### src/rtl/ddr_write_arbiter.sv
// Round-robin arbiter sharing one DDR write port between N_REQ show-ahead FIFOs.
// A winner holds the port for up to MAX_BURST beats; a stall watchdog flags a stuck DDR.
module ddr_write_arbiter #(
  parameter int N_REQ     = 4,
  parameter int MAX_BURST = 64,
  parameter int TIMEOUT   = 4096
) (
  input  logic                   sys_clk,
  input  logic                   sys_rst,
  input  logic [N_REQ-1:0]       req,
  input  logic [32*N_REQ-1:0]    req_addr,
  input  logic [32*N_REQ-1:0]    req_data,
  output logic [N_REQ-1:0]       ack,
  output logic [N_REQ-1:0]       grant,
  output logic [31:0]            DDR_WRITE_ADDR,
  output logic [31:0]            DDR_WRITE_DATA,
  output logic                   DDR_WRITE_REQ,
  input  logic                   DDR_WRITE_READY,
  output logic                   stall_err,
  output logic [31:0]            beat_total,
  output logic [0:0]             dbg_state,
  output logic [((N_REQ > 1) ? $clog2(N_REQ) : 1)-1:0]         dbg_rr_ptr,
  output logic [((MAX_BURST > 1) ? $clog2(MAX_BURST) : 1)-1:0] dbg_beat_cnt
);

  localparam int PTR_W = (N_REQ > 1) ? $clog2(N_REQ) : 1;
  localparam int BC_W  = (MAX_BURST > 1) ? $clog2(MAX_BURST) : 1;
  localparam int SC_W  = (TIMEOUT > 1) ? $clog2(TIMEOUT) : 1;

  localparam logic [0:0] ST_IDLE  = 1'b0;
  localparam logic [0:0] ST_GRANT = 1'b1;

  logic [0:0]       state_q, state_d;
  logic [N_REQ-1:0] grant_q, grant_d;
  logic [PTR_W-1:0] rr_ptr_q, rr_ptr_d;
  logic [BC_W-1:0]  beat_cnt_q, beat_cnt_d;
  logic [SC_W-1:0]  stall_cnt_q, stall_cnt_d;
  logic             stall_err_q, stall_err_d;
  logic [31:0]      beat_total_q, beat_total_d;

  logic [PTR_W-1:0] owner;
  logic [PTR_W-1:0] next_ptr;
  logic             wr_req;
  logic             beat;
  logic             burst_end;
  logic             release_now;
  logic             stalling;

  // First requester at or after ptr, wrapping modulo N_REQ; ptr itself if none.
  function automatic logic [PTR_W-1:0] rr_pick(input logic [N_REQ-1:0] r,
                                               input logic [PTR_W-1:0] ptr);
    logic found;
    int   idx;
    rr_pick = ptr;
    found   = 1'b0;
    for (int i = 0; i < N_REQ; i++) begin
      idx = (int'(ptr) + i) % N_REQ;
      if (!found && r[idx]) begin
        rr_pick = PTR_W'(idx);
        found   = 1'b1;
      end
    end
  endfunction

  always_comb begin
    owner = '0;
    for (int i = 0; i < N_REQ; i++) begin
      if (grant_q[i]) owner = PTR_W'(i);
    end
  end

  // Handshake: a beat transfers when DDR_WRITE_REQ && DDR_WRITE_READY in the same
  // cycle; the owner's ack pulses that cycle so its FIFO pops and shows the next word.
  always_comb begin
    wr_req         = (state_q == ST_GRANT) && req[owner];
    beat           = wr_req && DDR_WRITE_READY;
    stalling       = wr_req && !DDR_WRITE_READY;
    ack            = beat ? grant_q : '0;
    DDR_WRITE_ADDR = '0;
    DDR_WRITE_DATA = '0;
    if (state_q == ST_GRANT) begin
      DDR_WRITE_ADDR = req_addr[32*int'(owner) +: 32];
      DDR_WRITE_DATA = req_data[32*int'(owner) +: 32];
    end
    next_ptr    = (owner == PTR_W'(N_REQ - 1)) ? '0 : owner + PTR_W'(1);
    burst_end   = beat && (beat_cnt_q == BC_W'(MAX_BURST - 1));
    release_now = (state_q == ST_GRANT) && (!req[owner] || burst_end);
  end

  always_comb begin
    state_d    = state_q;
    grant_d    = grant_q;
    rr_ptr_d   = rr_ptr_q;
    beat_cnt_d = beat_cnt_q;
    case (state_q)
      ST_IDLE: begin
        if (|req) begin
          grant_d = N_REQ'(1) << rr_pick(req, rr_ptr_q);
          state_d = ST_GRANT;
        end
      end
      ST_GRANT: begin
        if (release_now) begin
          // Handing over in the same cycle avoids an idle bubble between owners.
          rr_ptr_d   = next_ptr;
          beat_cnt_d = '0;
          if (|req) begin
            grant_d = N_REQ'(1) << rr_pick(req, next_ptr);
          end else begin
            grant_d = '0;
            state_d = ST_IDLE;
          end
        end else if (beat) begin
          beat_cnt_d = beat_cnt_q + BC_W'(1);
        end
      end
      default: begin
        state_d = ST_IDLE;
        grant_d = '0;
      end
    endcase
  end

  always_comb begin
    stall_cnt_d = '0;
    if (stalling) begin
      stall_cnt_d = (stall_cnt_q == SC_W'(TIMEOUT - 1)) ? stall_cnt_q
                                                         : stall_cnt_q + SC_W'(1);
    end
    stall_err_d  = stall_err_q || (stalling && (stall_cnt_q == SC_W'(TIMEOUT - 1)));
    beat_total_d = beat_total_q + 32'(beat);
  end

  always_ff @(posedge sys_clk) begin
    if (sys_rst) begin
      state_q      <= ST_IDLE;
      grant_q      <= '0;
      rr_ptr_q     <= '0;
      beat_cnt_q   <= '0;
      stall_cnt_q  <= '0;
      stall_err_q  <= 1'b0;
      beat_total_q <= '0;
    end else begin
      state_q      <= state_d;
      grant_q      <= grant_d;
      rr_ptr_q     <= rr_ptr_d;
      beat_cnt_q   <= beat_cnt_d;
      stall_cnt_q  <= stall_cnt_d;
      stall_err_q  <= stall_err_d;
      beat_total_q <= beat_total_d;
    end
  end

  assign grant         = grant_q;
  assign DDR_WRITE_REQ = wr_req;
  assign stall_err     = stall_err_q;
  assign beat_total    = beat_total_q;
  assign dbg_state     = state_q;
  assign dbg_rr_ptr    = rr_ptr_q;
  assign dbg_beat_cnt  = beat_cnt_q;

  a_grant_onehot0: assert property (@(posedge sys_clk) disable iff (sys_rst)
    $onehot0(grant_q));
  a_ack_in_grant: assert property (@(posedge sys_clk) disable iff (sys_rst)
    (ack & ~grant_q) == '0);

endmodule

### config.mk
export PLATFORM = sky130hd
export DESIGN_NAME = ddr_write_arbiter
export DESIGN_NICKNAME = d
export VERILOG_FILES = /design/src/rtl/ddr_write_arbiter.sv
export SDC_FILE = /design/constraint.sdc
export NUM_CORES = 1
export LEC_CHECK = 0
export CAP_MARGIN = 20
export CORE_MARGIN = 5
export CORE_UTILIZATION = 28
export CTS_CLUSTER_DIAMETER = 50
export DETAILED_ROUTE_END_ITERATION = 16
export HOLD_SLACK_MARGIN = 0.06
export PLACE_DENSITY_LB_ADDON = 0.15
export SYNTH_ARGS = -nofsm -noshare
export SYNTH_HDL_FRONTEND = slang
export SYNTH_SLANG_ARGS = --single-unit
### constraint.sdc
create_clock -name sys_clk -period 3.5 [get_ports sys_clk]
set_clock_uncertainty 0.1 [all_clocks]
set_input_delay 0.7 -clock sys_clk [delete_from_list [all_inputs] [get_ports sys_clk]]
set_output_delay 0.7 -clock sys_clk [all_outputs]
set_load 0.005 [all_outputs]
**Yosys cells after proc, flatten, opt, wreduce, memory -nomap -nowiden**

Cells that the tools add are included.

- $add $sub $neg: 10
- Order comparisons: 9
- Eq/ne operators: 5
- Shifts and indexed selects: 4
- Muxes and demuxes: 72
- Bitwise logic cells: 8
- Reduce and logical (&&, ||, !) cells: 34

Operators by type and width:

| cell | count |
|---|---|
| indexed part select 128 x 8 -> 32 bit | 2 |
| 2-to-1 mux 32 bit | 2 |
| 2-to-1 mux 1 bit | 39 |
| adder 32 x 1 -> 32 bit | 1 |
| 2-to-1 mux 2 bit | 14 |
| < comparator 3 x 4 -> 1 bit (second input constant) | 6 |
| binary-select mux 1 bit (select 2 bit) | 9 |
| 2-to-1 mux 4 bit | 4 |
| OR reduction 2 bit | 7 |
| adder 12 x 1 -> 12 bit (second input constant) | 1 |
| == test 12 bit (second input constant) | 1 |
| logical AND 1 bit | 12 |
| 2-to-1 mux 6 bit | 2 |
| < comparator 2 x 3 -> 1 bit (second input constant) | 3 |
| adder 2 bit (second input constant) | 4 |
| zero test 1 bit | 8 |
| one-hot mux 4 bit (2 select lines) | 1 |
| left shift 1 x 2 -> 4 bit (first input constant) | 2 |
| adder 2 x 1 -> 2 bit (second input constant) | 3 |
| adder 6 x 1 -> 6 bit (second input constant) | 1 |
| bitwise AND 1 bit (first input constant) | 6 |
| == test 6 bit (second input constant) | 1 |
| AND reduction 2 bit | 3 |
| OR reduction 4 bit | 1 |
| other kinds (7) | 9 |

- Flip-flop bits (word level): 58
- Input bits: 263
- Output and inout bits: 115
- Logic and storage cells: 149

**Longest topological paths before layout**

- Word-level depth: 34
- Gate-level depth with buffers: 12
- Depth with buffers taken out: 10

**Least setup slack after synthesis**

Ideal clock, no wire load.

- Path type: input to register
- From: input req[3]
- To: register beat_total_q[27], in the netlist beat_total[27]
- Setup time: 0.128 ns
- Arrival time: 3.259 ns
- Required time: 3.272 ns
- Slack: 0.014 ns
- Stages: 12
- Buffers on the path: 3
- Cell sequence: buf_2 > inv_1 > a221o_1 > buf_2 > nor3_1 > ha_1 > nand3_1 > or3_1 > clkbuf_1 > nor4_1 > xnor2_1 > nor2_1

- Cells in the longest elaborated chain, start to end: 5

RTL lines:

| element | RTL line | source |
|---|---|---|
| start: declaration | 10 | `input logic [N_REQ-1:0] req,` |
| binary-select mux 1 bit (select 2 bit) | 75 | `wr_req = (state_q == ST_GRANT) && req[owner];` |
| 2-to-1 mux 1 bit (implied by the code) | 75 |  |
| logical AND 1 bit | 75 |  |
| logical AND 1 bit | 76 | `beat = wr_req && DDR_WRITE_READY;` |
| adder 32 x 1 -> 32 bit | 131 | `beat_total_d = beat_total_q + 32'(beat);` |
| end signal: assignment | 150 | `beat_total_q <= beat_total_d;` |
| end: declaration | 39 | `logic [31:0] beat_total_q, beat_total_d;` |

No other way between the ends. The select of a mux whose other input is x is not followed.
A chain may end at the register's enable or synchronous reset.

**Worst setup path in the final report**

- From: input req[3]
- To: output ack[2]

- Cells in the longest elaborated chain, start to end: 5

RTL lines:

| element | RTL line | source |
|---|---|---|
| binary-select mux 1 bit (select 2 bit) | 75 |  |
| 2-to-1 mux 1 bit (implied by the code) | 75 |  |
| logical AND 1 bit | 75 |  |
| logical AND 1 bit | 76 |  |
| 2-to-1 mux 4 bit | 78 | `ack = beat ? grant_q : '0;` |
| end: declaration | 13 | `output logic [N_REQ-1:0] ack,` |

No other way between the ends. The select of a mux whose other input is x is not followed.

==> summary.md <==
| Metric | Value |
|---|---|
| Status | finished, final reports clean |
| Worst-path clk slew | 50 ps |
| CTS sink count | 58 |
| Crit path DAT | 2600 ps |
| CP required | 2700 ps |
| Startpoint types | input pin |
| Crit-path max FO | 3 |
| Synth Register Bits | 58 |
| Final setup violation count | 0 |
| Placer Congestion | a little over 0.9 |
| Worst hold path type | reg -> reg |
| Routed len/inst | 19.2 um |
| Final Non-Filler Cells | 1,307 |
| Max cap viols | 0 |
| Clk root buf | clkbuf_16 |
| CORE AREA | roughly 18,000 um2 |
| Cells along the critical path | clkdlybuf4s50_1 -> inv_1 -> a221o_1 -> or2_4 -> nor3_2 -> clkdlybuf4s50_1 |
| DRT antenna net count | 0 |
| Place WS | -124 ps |
| I/O Buffers | 377 |
| Reg-to-reg critical path startpoint | grant[3]$_SDFFE_PP0P_ |
| Ant diodes | 0 |
| Cell Pwr Density | approximately 330 nW/um2 |
| Vias | 6,331 |
| Hold Fails Final Rpt | 0 |
| Synthesized instance count | 710 |
| Yosys Warn Count | 0 |
| Crit share post-route | 97.3% |
| Nets | 1,341 |
| CP Capture Type | primary output |
| DRC | 0 |
| Worst path most repeated cell | clkdlybuf4s50_1 |
| Syn nets | 978 |
| Relative slew slack | roughly three fifths |
| 1st-iter DRT viols | 307 |
| Die Width | 146 um |
| CTS tree | yes |
| Via/cell ratio | approximately 4.8 |
| Rows | 49 |
| GRT Overall Usage | 22.1% |
| Commonest non-fill, non-tap cell in the layout | clkdlybuf4s50_1 |
| Post-DP HPWL | 20.2 mm |
| Cell variety after synth | 55 |
| Leading cell types in the layout, fill and taps excluded | 372 x clkdlybuf4s50_1, 130 x mux2i_1, 116 x nor2_1 |
| Hold_sp | stall_cnt_q[11]$_SDFFE_PP0N_ |
| Fin worst setup slack | about 96 ps |
| Largest net degree at the start of global routing | 88 |
| Reg2Reg Setup Slack | 600 ps |
| CTS Hold Buffers Added | 0 |
| Ys flop type | dfxtp_1 |
| H-tree levels | 3 |
| Die ar. | 21,300 um2 |
| Area of the multi-input gates | 3750 um2 |
| Share of layout cells above drive strength 1 | 6.03% |
| R2R depth | 11 |
| Buffers & Inverters on Critical Path | 3 |
| First-pass DRT Iterations | 5 |
| Maximum VDD drop | 0.198 mV |
| FFs w/ async S/R, synth | 0% |
| Fin. max-slew vios | 0 |
| DP Cell Count | 1,291 |
| CTS buffer count | 9 |
| RR Endpoint | beat_total[23]$_SDFF_PP0_ |
| Post-CTS setup buffer count | 0 |
| CP max stage delay | 540 ps |
| Synthesis-to-finish area growth | 86.3% |
| Mapped Avg Cell Area | 7.30 um2 |
| Post-route minimum period | 3400 ps |
| Fmax | ~290 MHz |
| Gr ovfl total | 0 |
| RSZ-0062 raised after global routing | no |
| Post-synthesis sequential area ratio | 22.4% |
| Hold path endpoint | stall_cnt_q[11]$_SDFFE_PP0N_ |
| Die span in y | 146 um |
| Initial antenna violation count | 0 |
| Worst slew pin tran | 597 ps |
| Register area | 1170 um2 |
| Vias in the first global route | 6,217 |
| Global-route wire length before repair | 37.3 mm |
| Clock tree buffer depth | 2 |
| Starting Density | 28.7% |
| Hold Path Cell Cnt | 1 |
| EDFF count, synth | 0 |
| Fillers | 1,704 |
| Pleak | ~0.0038 uW |
| # IOs | 378 |
| WS Path Type | in -> out |
| Mapped Area | 5180 um2 |
| Family with the most delay on the worst path | buffers and inverters |
| Worst-skew pair later-pin latency | 320 ps |
| Crit path max-delay cell type | clkdlybuf4s50_1 |
| Final wirelength | 25.1 mm |
[synth_stat cells (2+ instances only)]
| cell type | number | area (um2) |
|---|---|---|
| and4_1 | 7 | 61.3 |
| nand2b_1 | 4 | 25.0 |
| or3_1 | 7 | 43.8 |
| a211oi_1 | 7 | 52.6 |
| nand3_1 | 15 | 75.1 |
| ha_1 | 5 | 62.6 |
| a21oi_1 | 10 | 50.1 |
| nand4_1 | 5 | 31.3 |
| nand2_1 | 84 | 315 |
| or2_2 | 4 | 25.0 |
| xor2_1 | 13 | 114 |
| buf_1 | 4 | 15.0 |
| clkbuf_1 | 35 | 131 |
| nor3_1 | 14 | 70.1 |
| a221oi_1 | 4 | 35.0 |
| a21oi_2 | 4 | 35.0 |
| nor2_1 | 116 | 435 |
| o21ai_0 | 77 | 385 |
| o21ba_2 | 2 | 20.0 |
| nor4_1 | 11 | 68.8 |
| xnor2_1 | 23 | 201 |
| and3_1 | 4 | 25.0 |
| inv_1 | 14 | 52.6 |
| and2_1 | 3 | 18.8 |
| nor2b_1 | 7 | 43.8 |
| a221o_1 | 2 | 20.0 |
| mux2i_1 | 131 | 1310 |
| nor3b_1 | 2 | 15.0 |
| nand3b_1 | 3 | 22.5 |
| dfxtp_1 | 58 | 1160 |
| buf_2 | 11 | 55.1 |
[state kept, by name, indices dropped and copies added, names as in the netlist]
name / flops
dbg_rr_ptr: 2
beat_total: 32
dbg_beat_cnt: 6
stall_cnt_q: 12
stall_err: 1
grant: 4
dbg_state: 1
[power breakdown]
group | internal (uW) | total (uW) | leakage (uW) | switching (uW)
logic | 853 | 1500 | 0.00312 | 646
registers | 678 | 703 | 0.000470 | 25.4
clock network | 651 | 965 | 0.000163 | 314
total | 2180 | 3170 | 0.00376 | 986
[metal layers]
metal	GRT usage [%]	vias to the layer above	part of all wire, %
met3	7.07	10	8.5
met5	0	-	0
met1	27.9	2877	43
met2	37.9	229	48
li1	-	3215	-
met4	3.43	0	0.55
[worst max path at each step]
stage / from / endpoint / slack (ps) / cells after the start
3_3_place_gp: req[0] / beat_total[31]$_SDFF_PP0_ / -80 / 12
5_1_grt: req[3] / ack[2] / 10 / 6
4_1_cts: req[1] / ack[1] / 10 / 8
3_5_place_dp: req[1] / beat_total[31]$_SDFF_PP0_ / -120 / 12
2_1_floorplan: req[3] / beat_total[27]$_SDFF_PP0_ / 10 / 12
6_report: req[3] / ack[2] / 100 / 6
[cell families (layout without fill, tap and decap cells)]
| kind of cell | after synthesis | in the layout | synth area share (%) |
|---|---|---|---|
| AOI/OAI and AO/OA | 123 | 123 | 14.4 |
| xor gates and xnor gates | 36 | 36 | 6.08 |
| adders and majority gates | 5 | 5 | 1.21 |
| buffers and inverters | 68 | 436 | 5.43 |
| DFF | 58 | 58 | 22.4 |
| muxes | 131 | 131 | 25.3 |
| and+or+nand+nor | 289 | 289 | 25.2 |
[through the flow]
| stage | instance area [um2] | util, % | setup TNS (ps) | hold slack, ps | total power [uW] |
|---|---|---|---|---|---|
| 2_1_floorplan | 5180 | - | 0 | 349 | 1430 |
| 3_3_place_gp | 9300 | 51.4 | -641 | 371 | 2220 |
| 3_5_place_dp | 9300 | 51.4 | -1260 | 390 | 2220 |
| 4_1_cts | 9640 | 53.3 | 0 | 398 | 3190 |
| 5_1_grt | 9660 | 53.4 | 0 | 424 | 3340 |
| 6_report | 9660 | 53.4 | 0 | 394 | 3170 |
[worst register-to-register path: stages, from the launching register on]
cell and delay, ps:
dfxtp_1 550, nor2_1 90, a221o_1 400, nor3_2 120, buf_4 150, ha_1 130, nand3_1 90, or3_1 350
buf_4 190, nor4_1 400, xnor2_1 170, nor2_1 50
[timing repair]
item / 4_1_cts / 5_1_grt
pin swaps: 1 / 0
resized for setup: 3 / 5
endpoints found under the setup margin: 4 / 3
[final cells by class]
class                      count  share of cell area [%]
clock buffer                  13                    3.02
clock inverter                 3                   0.441
inverter                      15                   0.609
multi-input combinational    584                    38.9
sequential                    58                    12.1
tap                          229                    2.97
timing repair buffer         405                    42.0
No activity file was read; power rests on OpenSTA's default activity.
